File: src/rtl/uart_tx_arbiter.sv
// uart_tx_arbiter
//   Shares one single-byte UART transmitter between NREQ requesters.
//   Arbitration is round-robin. A requester may hold req_lock so that its next
//   byte is granted before anyone else's. For each byte the block drives the
//   transmitter handshake: a one-cycle tx_en pulse, then a wait for tx_status
//   to fall (shifting), then a wait for it to rise again (done).
//
//   Optional feature: define INTER_BYTE_GAP_EN to add a GAP state after each
//   byte. The GAP state keeps busy high for GAP_CYC idle cycles.
//
// Ports
//   clk, rst_n   clock (rising edge) and asynchronous active-low reset
//   req          per-requester byte request, held until its ack
//   req_lock     keep the grant for the requester's next byte
//   req_data     byte i on bits [8i+7:8i]
//   ack          one-cycle pulse: byte accepted and launched
//   grant_id     index of the requester currently or last served
//   tx_en        one-cycle start pulse to the transmitter
//   tx_data      byte to the transmitter, held until the next launch
//   tx_status    transmitter idle flag (1 = idle, 0 = shifting)
//   busy         high whenever the FSM is not in IDLE
//   err          sticky WAIT_BUSY timeout flag
//   err_clr      clears err; a timeout in the same cycle takes priority
module uart_tx_arbiter #(
    parameter int unsigned NREQ    = 4,
    parameter int unsigned IDW     = 2,
    parameter int unsigned BUSY_TO = 8,
    parameter int unsigned GAP_CYC = 2
) (
    input  logic              clk,
    input  logic              rst_n,
    input  logic [NREQ-1:0]   req,
    input  logic [NREQ-1:0]   req_lock,
    input  logic [8*NREQ-1:0] req_data,
    output logic [NREQ-1:0]   ack,
    output logic [IDW-1:0]    grant_id,
    output logic              tx_en,
    output logic [7:0]        tx_data,
    input  logic              tx_status,
    output logic              busy,
    output logic              err,
    input  logic              err_clr
);

    localparam int unsigned CNT_MAX = (BUSY_TO > GAP_CYC) ? BUSY_TO : GAP_CYC;
    localparam int unsigned CW      = $clog2(CNT_MAX + 1);

    typedef enum logic [2:0] {
        IDLE,
        LAUNCH,
        WAIT_BUSY,
        WAIT_DONE
`ifdef INTER_BYTE_GAP_EN
        , GAP
`endif
    } state_e;

    state_e          state_q, state_d;
    logic [IDW-1:0]  rr_ptr_q, rr_ptr_d;
    logic [IDW-1:0]  grant_id_q, grant_id_d;
    logic            lock_hold_q, lock_hold_d;
    logic [7:0]      tx_data_q, tx_data_d;
    logic            err_q, err_d;
    logic [CW-1:0]   cnt_q, cnt_d;

    logic            found;
    logic [IDW-1:0]  winner;
    logic [IDW-1:0]  idx;
    logic [7:0]      win_data;
    logic            timeout;

    // Winner selection. A live lock on the last grantee overrides the scan.
    // Otherwise the scan starts just after rr_ptr and wraps.
    always_comb begin
        found  = 1'b0;
        winner = grant_id_q;
        idx    = '0;
        if (lock_hold_q && req[grant_id_q]) begin
            found = 1'b1;
        end else begin
            for (int unsigned i = 1; i <= NREQ; i++) begin
                idx = IDW'((32'(rr_ptr_q) + i) % NREQ);
                if (!found && req[idx]) begin
                    found  = 1'b1;
                    winner = idx;
                end
            end
        end
        win_data = req_data[{winner, 3'b000} +: 8];
    end

    always_comb begin
        state_d     = state_q;
        rr_ptr_d    = rr_ptr_q;
        grant_id_d  = grant_id_q;
        lock_hold_d = lock_hold_q;
        tx_data_d   = tx_data_q;
        err_d       = err_q;
        cnt_d       = cnt_q;
        timeout     = 1'b0;
        tx_en       = 1'b0;
        ack         = '0;

        case (state_q)
            IDLE: begin
                // A lock whose owner has dropped req is released here.
                // In the same cycle, arbitration falls back to the scan.
                if (lock_hold_q && !req[grant_id_q]) begin
                    lock_hold_d = 1'b0;
                end
                // Wait for tx_status high. After a reset the transmitter may
                // still be shifting a byte.
                if (tx_status && found) begin
                    tx_data_d   = win_data;
                    grant_id_d  = winner;
                    rr_ptr_d    = winner;
                    lock_hold_d = req_lock[winner];
                    state_d     = LAUNCH;
                end
            end
            LAUNCH: begin
                tx_en           = 1'b1;
                ack[grant_id_q] = 1'b1;
                cnt_d           = '0;
                state_d         = WAIT_BUSY;
            end
            WAIT_BUSY: begin
                if (!tx_status) begin
                    state_d = WAIT_DONE;
                end else if (cnt_q == CW'(BUSY_TO - 1)) begin
                    timeout     = 1'b1;
                    lock_hold_d = 1'b0;
                    state_d     = IDLE;
                end else begin
                    cnt_d = cnt_q + CW'(1);
                end
            end
            WAIT_DONE: begin
                if (tx_status) begin
`ifdef INTER_BYTE_GAP_EN
                    cnt_d   = '0;
                    state_d = GAP;
`else
                    state_d = IDLE;
`endif
                end
            end
`ifdef INTER_BYTE_GAP_EN
            GAP: begin
                if (cnt_q == CW'(GAP_CYC - 1)) begin
                    state_d = IDLE;
                end else begin
                    cnt_d = cnt_q + CW'(1);
                end
            end
`endif
            default: state_d = IDLE;
        endcase

        if (err_clr) begin
            err_d = 1'b0;
        end
        if (timeout) begin
            err_d = 1'b1;
        end
    end

    always_ff @(posedge clk or negedge rst_n) begin
        if (!rst_n) begin
            state_q     <= IDLE;
            rr_ptr_q    <= IDW'(NREQ - 1);
            grant_id_q  <= '0;
            lock_hold_q <= 1'b0;
            tx_data_q   <= '0;
            err_q       <= 1'b0;
            cnt_q       <= '0;
        end else begin
            state_q     <= state_d;
            rr_ptr_q    <= rr_ptr_d;
            grant_id_q  <= grant_id_d;
            lock_hold_q <= lock_hold_d;
            tx_data_q   <= tx_data_d;
            err_q       <= err_d;
            cnt_q       <= cnt_d;
        end
    end

    assign grant_id = grant_id_q;
    assign tx_data  = tx_data_q;
    assign err      = err_q;
    assign busy     = (state_q != IDLE);

endmodule

File: config.mk
export PLATFORM = sky130hd
export DESIGN_NAME = uart_tx_arbiter
export DESIGN_NICKNAME = d
export VERILOG_FILES = /design/src/rtl/uart_tx_arbiter.sv
export SDC_FILE = /design/constraint.sdc
export NUM_CORES = 1
export LEC_CHECK = 0
export ABC_AREA = 1
export CAP_MARGIN = 20
export CORE_UTILIZATION = 43
export DETAILED_ROUTE_END_ITERATION = 12
export HOLD_SLACK_MARGIN = 0.1
export PLACE_DENSITY = 0.77
export SYNTH_ARGS = -nofsm -noshare
export SYNTH_HDL_FRONTEND = slang
export SYNTH_SLANG_ARGS = --single-unit
File: constraint.sdc
create_clock -name clk -period 2.3 [get_ports clk]
set_input_delay 0.23 -clock clk [delete_from_list [all_inputs] [get_ports clk]]
set_output_delay 0.23 -clock clk [all_outputs]
set_load 0.05 [all_outputs]
# --- After elaboration in Yosys (flattened, before gate mapping) ---
# Index checks and enable logic that the tools add are counted.
# Widths: inputs -> output; s select.
word_totals:
  mem_count: 0
  ram_bits: 0
  regBits: 21
  output_inout_bits: 17
  latchBits: 0
  elab_cells: 98
  mem_bits_ro: 0
op_classes:
  n_reduce_logical: 20
  shift: 1
  order_cmp: 7
  n_mul: 0
  mux: 47
  add_sub_neg: 5
  bitwise_logic: 0
  n_eq_ne: 11
  n_div: 0
ops:
  columns: ["operator", "n"]
  rows:
  - ["$shiftx 32x6->8", 1]
  - ["$mux 1", 25]
  - ["$lt 2x3->1 const B", 6]
  - ["$bmux 1 s2", 6]
  - ["$mux 3", 4]
  - ["$mux 4", 3]
  - ["$pmux 3 s4", 1]
  - ["$mux 2", 5]
  - ["$ne 2x2->1 const B", 5]
  - ["$pmux 4 s2", 1]
  - ["$logic_and 1x1->1", 7]
  - ["$eq 3x2->1 const B", 2]
  - ["$ne 3x3->1 const B", 2]
  - ["$reduce_and 3->1", 2]
  - ["$reduce_bool 2->1", 3]
  - ["$add 2x1->2 const B", 2]
  - ["$add 2x2->2 const B", 2]
  - ["$add 4x1->4 const B", 1]
  - ["$eq 4x3->1 const B", 1]
  - ["$logic_not 1->1", 4]
  - ["$reduce_and 4->1", 1]
  - ["$eq 3x1->1 const B", 1]
  - ["$logic_not 3->1", 1]
  - ["$reduce_bool 3->1", 1]
  - ["other kinds (4)", 4]

# --- Depth between registers and ports, before layout ---
logic_depth:
  depth_word: 21
  ltp_mapped: 17

# --- Worst setup path after synthesis ---
# OpenSTA, ideal clock, no wires.
synth_path:
  kind: "reg-to-output"
  from: "register state_q[0]"
  to: "output port ack[1]"
  stages_incl_launch_ff: 5
  slack_ps: -335
  path_buffers: 0
  arrival_ps: 2405
  required_ps: 2070
  path_cell_list: "dfrtp_1 > inv_1 > nor2_1 > inv_1 > nor3_1"
synth_via:
  elab_chain_cells: 2
synth_rtl:
  columns: ["element", "line_no", "rtl"]
  rows:
  - ["from (decl)", "58", "state_e state_q, state_d;"]
  - ["from (signal assigned)", "178", "state_q <= state_d;"]
  - ["$eq 3x1->1", "104", "case (state_q)"]
  - ["$mux 4", "104", null]
  - ["to (decl)", "35", "output logic [NREQ-1:0] ack,"]
# Every way passes these cells.

# --- Worst setup path after layout ---
layout_path:
  from: "register rr_ptr_q[0]"
  to: "register tx_data_q[0] (netlist: tx_data[0])"
layout_via:
  elab_chain_cells: 19
  elab_cells_between_ends: 34
layout_rtl:
  columns: ["element", "line_no", "rtl"]
  rows:
  - ["from (decl)", "59", "logic [IDW-1:0] rr_ptr_q, rr_ptr_d;"]
  - ["from (signal assigned)", "171", "rr_ptr_q <= IDW'(NREQ - 1);"]
  - ["from (signal assigned)", "179", "rr_ptr_q <= rr_ptr_d;"]
  - ["parallel branches: the longest is 19 deep, another holds $add 2x1->2", null, null]
  - ["to (signal assigned)", "182", "tx_data_q <= tx_data_d;"]
  - ["to (decl)", "62", "logic [7:0] tx_data_q, tx_data_d;"]
# Parallel ways; which one is timed is not known. The select of a mux whose other input is x is not followed.
# A chain may end at the register's enable or synchronous reset.

==> results <==
- The share of synthesized area in the top cell type comes to 0.255.
- The capturing element type of the critical path is a register.
- The number of nets in the synthesized netlist is approximately 330.
- For this block, the initial DRC count from the detailed router was between 150 and 200.
- After clock tree synthesis, the clock-pin slew on the worst setup and hold paths is around 0.08 ns.
- Sorting the synthesized cells by area gives the leading types as sky130_fd_sc_hd__dfrtp_1, sky130_fd_sc_hd__nand2_1, sky130_fd_sc_hd__nand3_1.
- The number of antenna diodes in the final layout is 0.
- The residual overflow from global routing is 0.
- CTS saw 20 sinks.
- The overall die area is between 4000 and 5000 sq um.
- The height of the die is between 60 and 70 um.
- The fraction of layout instances using a drive strength above 1 is 0.273.
- The final setup skew is 0.00664 ns.
- The worst relative slew slack is 0.653.
- The clock passes through at most 2 buffers.
- The synthesized design contains 20 register bits.
- The effective utilization at floorplan is 0.466.
- The first-pass GRT wire length is 8040 um.
- The actual slew at the worst max-slew pin is 0.519 ns.
- For the finished layout, the period the worst path requires is 2.25 ns.
- The worst endpoint required time is 2.46 ns.
- The flow ran to the end, and the final reports show no timing, DRC or antenna violations.
- The most frequent cell after synthesis is sky130_fd_sc_hd__nand2_1.
- Setup violations remaining at the end of the flow were counted as 0.
- STA puts the critical path data arrival time at 2.41 ns.
- The number of vias after detailed routing is 2132.
- The all-layer global routing usage is 0.240.
- The cell at the root of the clock tree is sky130_fd_sc_hd__clkbuf_8.
- TritonCTS created 3 clock buffers.
- The max-capacitance violation count is 0.
- In this run, distinct cell masters in the synthesized netlist total 28.
- The count of buffers added on input and output ports is 60.
- The mean routed wirelength per cell is 13.0 um.
- By count the netlist is led by sky130_fd_sc_hd__nand2_1, sky130_fd_sc_hd__inv_1, sky130_fd_sc_hd__nand3_1.
- In this run the number of H-tree levels came out at 1.
- In this run the worst path has a maximum fanout of 7.
- The largest total area in the synthesized netlist belongs to sky130_fd_sc_hd__dfrtp_1.
- The worst setup path is launched from a register.
- A synthesized cell averages 6.30 sq um.
- TritonCTS built the clock tree.
- The congestion estimate from routability-driven global placement came to 0.889.
- The region available for standard cell placement spans approximately 3800 sq um.
- The detail route stage leaves a number of antenna-violating nets equal to 0.
- Dividing the detail-routed via count by the number of cells gives 5.06.
- The layout overhead on the synthesized area is 66.1%.
- The first detailed-routing pass took 4 iterations.
- The routed design has 5460 um of wire.
- After floorplanning, the core was divided into 22 placement rows.
- The layout has 278 filler cells.
- The number of synthesized flops with an enable pin is 0.
- The final count of pins violating max slew was 0.
- In the finished design, the share of the clock period the worst path needs comes to 0.978.
- The fraction of synthesis flops using an asynchronous set or reset pin is 1.00.
- In this run the worst hold path is classified as in -> async.
- For this run, the share of the core covered by cells in the final layout is 0.773.
- The number of antenna violations at the first check in global routing is 0.
- The floorplan step set the die width to ~66 um.
- Counting every instance in the synthesized netlist gives 281.
- The sequential share of the synthesized area is 0.284.
- The most common flop cell mapped by yosys is sky130_fd_sc_hd__dfrtp_1.
- The kind of critical path is reg -> reg.
- The net total in the final layout is 419.
- The wire-length estimate of the detail-placed layout is 3630 um.
- For this run, the top clock speed supported by timing is roughly 0.44 GHz.
- The via count of the first global-routing pass is 1775.
- The clock insertion delay at the later pin of the skew report is 0.27 ns.
- The number of failing hold endpoints at the final stage is 0.
- The pin count of the biggest net entering global routing is 21.
- Buffers inserted to repair hold after CTS numbered 0.
- Summing every instance area after synthesis gives 1770 sq um.
- The total DRC errors in the routed layout is 0.
- The Yosys step of the flow raised 0 warnings.
- 61 I/O pins were placed.
## placed cells by master (no fill, tap or decap), types with 3 or more instances in the layout
master and count:
sky130_fd_sc_hd__buf_12 3, sky130_fd_sc_hd__nor3_1 4, sky130_fd_sc_hd__nand3_2 16, sky130_fd_sc_hd__clkbuf_8 4, sky130_fd_sc_hd__nand2_8 3, sky130_fd_sc_hd__o21ai_0 7, sky130_fd_sc_hd__clkdlybuf4s50_1 60, sky130_fd_sc_hd__inv_1 48
sky130_fd_sc_hd__buf_6 3, sky130_fd_sc_hd__nor2_1 11, sky130_fd_sc_hd__nand2_1 77, sky130_fd_sc_hd__a21oi_1 3, sky130_fd_sc_hd__inv_2 5, sky130_fd_sc_hd__nand2_2 24, sky130_fd_sc_hd__dfrtp_1 18, sky130_fd_sc_hd__nand4_1 3
sky130_fd_sc_hd__buf_4 24, sky130_fd_sc_hd__nand3_1 32, sky130_fd_sc_hd__nand2_4 8
## worst paths after layout
| kind | startpoint | endpoint | slack, ns | cells after the start |
|---|---|---|---|---|
| min in group clk | tx_data[0] | tx_data[0] | 0.48 | 2 |
| setup / recovery | rr_ptr_q[0] | tx_data[0] | 0.05 | 17 |
| hold / removal | rst_n | cnt_q[3] | 0.28 | 2 |
| max in group asynchronous | rst_n | rr_ptr_q[1] | 1.75 | 2 |
| hold reg to reg | tx_data[0] | tx_data[0] | 0.48 | 2 |
| setup reg to reg | rr_ptr_q[0] | tx_data[0] | 0.05 | 17 |
## state kept, by name, summed over array words and instances (netlist names)
signal and count:
rr_ptr_q 2, grant_id 2, state_q 2, err 1
lock_hold_q 1, cnt_q 4, tx_data 8
## kinds of logic after synthesis
kind of cell,share of synthesized area
adders and majority gates,0.00707
buffers and inverters,0.160
DFF,0.284
AOI/OAI and AO/OA,0.0580
and+or+nand+nor,0.491
## layer usage
layer	routed length [um]	vias up	GRT usage
met5	0	-	0
met4	117	0	0.0505
met3	388	18	0.0552
met2	2650	98	0.397
met1	2300	955	0.319
li1	-	1061	-
## worst max-delay path: stages, from the launching register on
cell	delay, ns
sky130_fd_sc_hd__dfstp_2	0.59
sky130_fd_sc_hd__buf_12	0.14
sky130_fd_sc_hd__buf_8	0.12
sky130_fd_sc_hd__nand2_4	0.05
sky130_fd_sc_hd__buf_6	0.11
sky130_fd_sc_hd__nand3_2	0.05
sky130_fd_sc_hd__nand2_1	0.06
sky130_fd_sc_hd__nand4_1	0.08
sky130_fd_sc_hd__nand2_1	0.08
sky130_fd_sc_hd__nand2_2	0.09
sky130_fd_sc_hd__nand3_4	0.10
sky130_fd_sc_hd__nand2_8	0.17
sky130_fd_sc_hd__clkbuf_16	0.17
sky130_fd_sc_hd__nand3_1	0.06
sky130_fd_sc_hd__nand3_1	0.10
sky130_fd_sc_hd__nand2_1	0.07
sky130_fd_sc_hd__nand2_1	0.07
sky130_fd_sc_hd__nand2_1	0.05
## final cells by class
type | instances | area, sq um | share of cell area
multi-input cells | 202 | 1170 | 0.400
repair buffers | 93 | 940 | 0.320
flip-flops and latches | 20 | 503 | 0.171
inverters | 54 | 205 | 0.0698
well taps | 48 | 60.1 | 0.0204
clock buffers | 4 | 55.1 | 0.0187
## repair_timing
action                                  CTS  global route
gates resized for setup                   1            50
setup buffers                             0            14
endpoints found under the setup margin    8             9
endpoints found under the hold margin     0             0
cloned                                    0             4
pin swaps                                 0            36
## through the flow
step	setup TNS (ns)	cells	hold WS (ns)	worst slack [ns]	instance area (sq um)
finish	0	421	0.285	0.0509	2940
global route	-0.561	421	0.306	-0.0702	2940
CTS	0	403	0.304	0.0525	2560
detailed placement	-2.36	399	0.468	-0.267	2500
global placement	-1.45	399	0.472	-0.182	2500
floorplan	-0.670	281	-0.0656	-0.335	1770
Power is not shown: default switching activity piles up to over one toggle a cycle in this logic, so the estimate is an artifact.
